$ cat src/rtl/video_timing_pkg.sv
// Shared types and helpers for the raster timing generator.
// phase_t enumerates the four phases every scan axis walks through.
// phase_len returns the length of a phase for a given axis geometry.
// next_phase returns the following phase and skips phases of zero length.
package video_timing_pkg;

    typedef enum logic [1:0] {
        PH_ACTIVE = 2'd0,
        PH_FRONT  = 2'd1,
        PH_SYNC   = 2'd2,
        PH_BACK   = 2'd3
    } phase_t;

    function automatic int unsigned phase_len(input phase_t ph, input int unsigned active,
                                              input int unsigned fp, input int unsigned sync,
                                              input int unsigned bp);
        int unsigned len;
        case (ph)
            PH_ACTIVE: len = active;
            PH_FRONT:  len = fp;
            PH_SYNC:   len = sync;
            PH_BACK:   len = bp;
            default:   len = active;
        endcase
        return len;
    endfunction

    function automatic phase_t succ_phase(input phase_t ph);
        phase_t nxt;
        case (ph)
            PH_ACTIVE: nxt = PH_FRONT;
            PH_FRONT:  nxt = PH_SYNC;
            PH_SYNC:   nxt = PH_BACK;
            PH_BACK:   nxt = PH_ACTIVE;
            default:   nxt = PH_ACTIVE;
        endcase
        return nxt;
    endfunction

    // At most three successive phases can be empty, so three skip attempts
    // always land on a phase with a non-zero length.
    function automatic phase_t next_phase(input phase_t ph, input int unsigned active,
                                          input int unsigned fp, input int unsigned sync,
                                          input int unsigned bp);
        phase_t nxt;
        nxt = succ_phase(ph);
        for (int i = 0; i < 3; i++) begin
            if (phase_len(nxt, active, fp, sync, bp) == 32'd0) begin
                nxt = succ_phase(nxt);
            end else begin
                nxt = nxt;
            end
        end
        return nxt;
    endfunction

endpackage

$ cat src/rtl/video_timing_controller_axis.sv
// timing_axis: one scan axis (horizontal or vertical).
// Ports: clk, rst (sync, active-high), step (advance one position),
//        pos (current position), phase (current phase), wrap (step taken
//        on the last position of the axis; position returns to 0).
// The phase FSM uses a down-counter holding the positions remaining in the
// current phase, so the FSM never needs wide compares against position.
module timing_axis
    import video_timing_pkg::*;
#(
    parameter int unsigned ACTIVE = 4,
    parameter int unsigned FP     = 1,
    parameter int unsigned SYNC   = 2,
    parameter int unsigned BP     = 1,
    localparam int unsigned TOTAL = ACTIVE + FP + SYNC + BP,
    localparam int unsigned PW    = $clog2(TOTAL)
) (
    input  logic          clk,
    input  logic          rst,
    input  logic          step,
    output logic [PW-1:0] pos,
    output phase_t        phase,
    output logic          wrap
);

    localparam int unsigned CW = $clog2(TOTAL + 1);

    logic [PW-1:0] pos_r;
    logic [PW-1:0] pos_nxt_s;
    phase_t        phase_r;
    phase_t        phase_nxt_s;
    phase_t        phase_succ_s;
    logic [CW-1:0] cnt_r;
    logic [CW-1:0] cnt_nxt_s;
    logic          at_end_s;

    assign at_end_s = (pos_r == PW'(TOTAL - 1));

    // Next-state: advance position, and change phase when the counter is on its last count.
    always_comb begin
        pos_nxt_s    = pos_r;
        phase_nxt_s  = phase_r;
        cnt_nxt_s    = cnt_r;
        phase_succ_s = next_phase(phase_r, ACTIVE, FP, SYNC, BP);
        if (step) begin
            if (at_end_s) begin
                pos_nxt_s = {PW{1'b0}};
            end else begin
                pos_nxt_s = pos_r + PW'(1);
            end
            if (cnt_r == CW'(1)) begin
                phase_nxt_s = phase_succ_s;
                cnt_nxt_s   = CW'(phase_len(phase_succ_s, ACTIVE, FP, SYNC, BP));
            end else begin
                cnt_nxt_s = cnt_r - CW'(1);
            end
        end else begin
            pos_nxt_s = pos_r;
        end
    end

    // State register.
    always_ff @(posedge clk) begin
        if (rst) begin
            pos_r   <= {PW{1'b0}};
            phase_r <= PH_ACTIVE;
            cnt_r   <= CW'(ACTIVE);
        end else begin
            pos_r   <= pos_nxt_s;
            phase_r <= phase_nxt_s;
            cnt_r   <= cnt_nxt_s;
        end
    end

    // Outputs.
    always_comb begin
        pos   = pos_r;
        phase = phase_r;
        wrap  = step && at_end_s;
    end

endmodule

$ cat src/rtl/video_timing_controller.sv
// video_timing_controller: raster scan sequencer.
// Ports: clk, rst (sync, active-high, wins over enable), enable (pixel tick),
//        hsync/vsync (active level SYNC_POL), de (visible pixel), x/y
//        (visible coordinates, 0 outside the visible area), line_start and
//        frame_start (one-cycle strobes for the pixel on the outputs).
// All outputs are registered: each enabled edge publishes the decode of the
// position that was current before that edge.
module video_timing_controller
    import video_timing_pkg::*;
#(
    parameter int unsigned H_ACTIVE = 640,
    parameter int unsigned H_FP     = 16,
    parameter int unsigned H_SYNC   = 96,
    parameter int unsigned H_BP     = 48,
    parameter int unsigned V_ACTIVE = 480,
    parameter int unsigned V_FP     = 10,
    parameter int unsigned V_SYNC   = 2,
    parameter int unsigned V_BP     = 33,
    parameter logic        SYNC_POL = 1'b0,
    localparam int unsigned XW = (H_ACTIVE > 1) ? $clog2(H_ACTIVE) : 1,
    localparam int unsigned YW = (V_ACTIVE > 1) ? $clog2(V_ACTIVE) : 1
) (
    input  logic          clk,
    input  logic          rst,
    input  logic          enable,
    output logic          hsync,
    output logic          vsync,
    output logic          de,
    output logic [XW-1:0] x,
    output logic [YW-1:0] y,
    output logic          line_start,
    output logic          frame_start
);

    localparam int unsigned HW = $clog2(H_ACTIVE + H_FP + H_SYNC + H_BP);
    localparam int unsigned VW = $clog2(V_ACTIVE + V_FP + V_SYNC + V_BP);

    logic [HW-1:0] h_pos_s;
    logic [VW-1:0] v_pos_s;
    phase_t        h_phase_s;
    phase_t        v_phase_s;
    logic          h_wrap_s;
    logic          v_step_s;
    logic          unused_v_wrap_s;

    logic          hsync_s, vsync_s, de_s, line_start_s, frame_start_s;
    logic [XW-1:0] x_s;
    logic [YW-1:0] y_s;

    logic          hsync_r, vsync_r, de_r, line_start_r, frame_start_r;
    logic [XW-1:0] x_r;
    logic [YW-1:0] y_r;

    assign v_step_s = enable && h_wrap_s;

    timing_axis #(.ACTIVE(H_ACTIVE), .FP(H_FP), .SYNC(H_SYNC), .BP(H_BP)) u_h (
        .clk   (clk),
        .rst   (rst),
        .step  (enable),
        .pos   (h_pos_s),
        .phase (h_phase_s),
        .wrap  (h_wrap_s)
    );

    timing_axis #(.ACTIVE(V_ACTIVE), .FP(V_FP), .SYNC(V_SYNC), .BP(V_BP)) u_v (
        .clk   (clk),
        .rst   (rst),
        .step  (v_step_s),
        .pos   (v_pos_s),
        .phase (v_phase_s),
        .wrap  (unused_v_wrap_s)
    );

    // Decode of the current raster position.
    always_comb begin
        de_s    = (h_phase_s == PH_ACTIVE) && (v_phase_s == PH_ACTIVE);
        hsync_s = (h_phase_s == PH_SYNC) ? SYNC_POL : ~SYNC_POL;
        vsync_s = (v_phase_s == PH_SYNC) ? SYNC_POL : ~SYNC_POL;
        if (de_s) begin
            x_s = XW'(h_pos_s);
            y_s = YW'(v_pos_s);
        end else begin
            x_s = {XW{1'b0}};
            y_s = {YW{1'b0}};
        end
        line_start_s  = (h_pos_s == {HW{1'b0}});
        frame_start_s = line_start_s && (v_pos_s == {VW{1'b0}});
    end

    // Output registers: load the decode on enabled edges, hold levels and kill strobes when paused.
    always_ff @(posedge clk) begin
        if (rst) begin
            hsync_r       <= ~SYNC_POL;
            vsync_r       <= ~SYNC_POL;
            de_r          <= 1'b0;
            x_r           <= {XW{1'b0}};
            y_r           <= {YW{1'b0}};
            line_start_r  <= 1'b0;
            frame_start_r <= 1'b0;
        end else if (enable) begin
            hsync_r       <= hsync_s;
            vsync_r       <= vsync_s;
            de_r          <= de_s;
            x_r           <= x_s;
            y_r           <= y_s;
            line_start_r  <= line_start_s;
            frame_start_r <= frame_start_s;
        end else begin
            line_start_r  <= 1'b0;
            frame_start_r <= 1'b0;
        end
    end

    assign hsync       = hsync_r;
    assign vsync       = vsync_r;
    assign de          = de_r;
    assign x           = x_r;
    assign y           = y_r;
    assign line_start  = line_start_r;
    assign frame_start = frame_start_r;

endmodule
$ cat config.mk
export PLATFORM = sky130hd
export DESIGN_NAME = video_timing_controller
export DESIGN_NICKNAME = d
export VERILOG_FILES = /design/src/rtl/video_timing_pkg.sv /design/src/rtl/video_timing_controller_axis.sv /design/src/rtl/video_timing_controller.sv
export SDC_FILE = /design/constraint.sdc
export NUM_CORES = 1
export LEC_CHECK = 0
export ABC_AREA = 1
export BUFFER_PORTS_ARGS = -buffer_cell sky130_fd_sc_hd__buf_2
export CAP_MARGIN = 20
export CORE_UTILIZATION = 60
export CTS_CLUSTER_SIZE = 10
export DETAILED_ROUTE_END_ITERATION = 6
export PLACE_DENSITY = 0.86
export SYNTH_ARGS = -nofsm -noshare
export SYNTH_HDL_FRONTEND = slang
export SYNTH_SLANG_ARGS = --single-unit
$ cat constraint.sdc
create_clock -name clk -period 2.1 [get_ports clk]
set_clock_uncertainty 0.15 [all_clocks]
set_input_delay 0.42 -clock clk [delete_from_list [all_inputs] [get_ports clk]]
set_output_delay 0.42 -clock clk [all_outputs]
set_load 0.05 [all_outputs]
==> impl_metrics.csv <==
group,metric,value,unit
outcome,outcome,"finished clean",
final_layout,fin_cells,605,
clock_network,clkSinkCount,68,
yosys,syn_inst,502,
routing,drt_first_pass_iters,5,
placement,dp.final_hpwl,5440,µm
final_layout,final_nets,547,
sta,hold_violations,0,
yosys,ys_seq_area_share,38.9,%
clock_network,cts_resized,0,
grt,grt_pass1_vias,2812,
sta,holdWs,0.293,ns
critical_path,cp_cell_sequence,"ha_1, nand2_1, nor2_4, nand3_4, nand2_4, nand2_2, and3_1",
yosys,syn_area,3500,µm²
sta,max_freq,534,MHz
yosys,yosysTopAreaCellShare,38.9,%
critical_path,cp-start-kind,"flop",
placement,preCtsSetupSlack,0.183,ns
sta,worst_slew_pin_slew,0.399,ns
critical_path,crit_end,"u_v.pos[4]",
critical_path,critPathRequiredTime,2.19,ns
floorplan,num_rows,27,
grt,antenna_found_initial,0,
yosys,synth_cell_types,38,
sta,finalSetupTns,0,ns
min_path,hold_path.class,"input port to flop",
yosys,synth.most_common_cell,"nand2_1",
run,cap_violations,0,
placement,place_congestion,0.902,
yosys,avgSynthCellArea,6.97,µm²
yosys,ys_warn_count,0,
grt,grt_max_degree,30,
clock_network,cts_hold_buffers,0,
yosys,syn-num-nets,521,
routing,vias,3213,
power,leakagePower,1.76,nW
yosys,ys_seq_elements,68,
clock_network,postCtsSetupBuffers,0,
sta,relSlewSlack,73.3,%
grt,grt_usage,26.4,%
sta,setup_ws,0.229,ns
yosys,netlist_top_cells_count,"141 x nand2_1, 68 x dfxtp_1, 56 x inv_1",
placement,port_buffers,26,
yosys,synth-edff-count,0,
critical_path,worstReg2RegStart,"u_h.pos[1]",
sta,rsz0062_at_grt,"no",
clock_network,cts_buffers,9,
final_layout,area_delta_synth_final,11.8,%
final_layout,fillCellCount,474,
placement,place_inst,589,
yosys,yosysTopAreaCell,"dfxtp_1",
power,peakVddDrop,0.499,mV
yosys,synth_top_cells_by_area,"dfxtp_1 39%, nand2_1 15%, inv_1 6.0%",
critical_path,worstPathArrival,1.96,ns
final_layout,n_antenna_cell,0,
routing,drc,0,
clock_network,clk_path_buf_depth,2,
yosys,ys_async_sr_fraction,0,%
floorplan,coreArea,5570,µm²
final_layout,drive_gt1_share,14.6,%
critical_path,crit_path_end_kind,"flop",
min_path,holdCritStartpoint,"enable",
clock_network,clk_pin_slew_worst_paths,0.07,ns
routing,drtIter0Drc,286,
sta,setup_viol,0,
grt,grt.overflow.total,0,
critical_path,reg2reg_to,"u_v.pos[4]",
sta,slew_viol_final,0,
yosys,synth-main-ff-cell,"dfxtp_1",
floorplan,initial_core_util,62.8,%
clock_network,clockRootBuffer,"clkbuf_8",
clock_network,cts_tree,"yes",
sta,finalCritPeriodShare,89.1,%
clock_network,htree_num_levels,3,
routing,via_per_inst,5.31,
critical_path,startpoint,"u_h.pos[1]",
critical_path,path_class,"flop to flop",
routing,wl_per_cell,12.4,µm
critical_path,reg2reg_depth,7,
sta,period_minus_slack,1.87,ns
floorplan,die_w,78.4,µm
floorplan,ios,27,
critical_path,r2r_setup_slack,0.23,ns
routing,ant_nets,0,
clock_network,clk-insertion-delay-late,0.35,ns
floorplan,die_area,6140,µm²
routing,drt_wl_total,7530,µm
grt,grt_first_pass_wirelength,12700,µm
critical_path,slowest_delay,0.40,ns
power,pwr_density_cell,747,nW/µm²
floorplan,die_y,78.4,µm
critical_path,cpMaxStageDelayCell,"dfxtp_1",
critical_path,path_max_fanout,14,
## kinds of logic after synthesis
group,count (synthesis),synth area share (%)
adder cells (fa/ha/maj),16,5.72
flip-flops,68,38.9
AND/OR/NAND/NOR,273,35.5
AO/OA/AOI/OAI,62,9.51
buffers and inverters,77,8.87
XOR/XNOR,6,1.50
## layout make-up
type | instances | area [µm²] | area share, %
sequential | 68 | 1360 | 34.8
clock inverter | 6 | 111 | 2.85
timing repair buffer | 28 | 145 | 3.71
inverter | 64 | 240 | 6.14
tap | 72 | 90.1 | 2.30
clock buffer | 10 | 138 | 3.52
multi-input combinational | 357 | 1830 | 46.7
## routing by layer
layer	up-vias	GRT usage, %	wire [µm]	share of wire [%]
li1	1647	-	-	-
met1	1424	35.7	3580	48
met2	127	40.4	3230	43
met3	15	5.23	554	7.4
met4	0	12.0	168	2.2
met5	-	0	0	0
## stage by stage
step	cell area, µm²	util (%)	total power (W)
5_1_grt	3910	70.2	0.00302
3_3_place_gp	3660	65.7	0.00161
6_report	3910	70.2	0.00292
4_1_cts	3910	70.2	0.00293
3_5_place_dp	3660	65.7	0.00162
2_1_floorplan	3500	-	0.00157
## where the power goes
part	leakage (nW)	switching [W]	internal [W]
Clock	0.122	0.000509	0.000821
Combinational	1.08	0.000172	0.0000750
Sequential	0.551	0.0000253	0.00132
## layout by cell type (no fill, tap or decap), types with 2 or more instances in the layout
master     instances
buf_2             26
nand2_1          141
o21ai_0            8
buf_4              2
ha_1              16
nor2_2             8
and3_1             2
inv_1             56
nand2_4            2
nor2_1            52
xor2_1             4
clkbuf_8          10
xnor2_1            2
a21oi_1           39
nand2_2            5
dfxtp_1           68
nor2_4             4
inv_2              8
nand3_1           32
a22oi_1            2
o21ai_1            6
o211ai_1           2
bufinv_16          3
nand4_1            9
nor3_1            10
## worst max-delay path, delay by kind of cell, from the launching register on
family | cells | cell delay [ns]
adders and majority gates | 1 | 0.26
DFF | 1 | 0.40
and+or+nand+nor | 6 | 0.95
## registers in the layout, summed over array words and instances (netlist names)
register	flops
frame_start	1
vsync	1
de	1
u_v.cnt_r	10
u_h.cnt_r	10
u_h.pos	10
line_start	1
x	10
y	9
u_v.pos	10
u_v.phase	2
u_h.phase	2
hsync	1
## worst min-delay path by stage
| stage | cells after the start | end |
|---|---|---|
| floorplan | 2 | u_v.cnt_r[1] |
| finish | 3 | u_h.cnt_r[7] |
| global placement | 2 | u_v.cnt_r[1] |
| global route | 3 | u_h.cnt_r[7] |
| CTS | 3 | u_h.cnt_r[7] |
| detailed placement | 2 | u_v.cnt_r[1] |
Note: power is estimated with default switching activity, not from simulation.
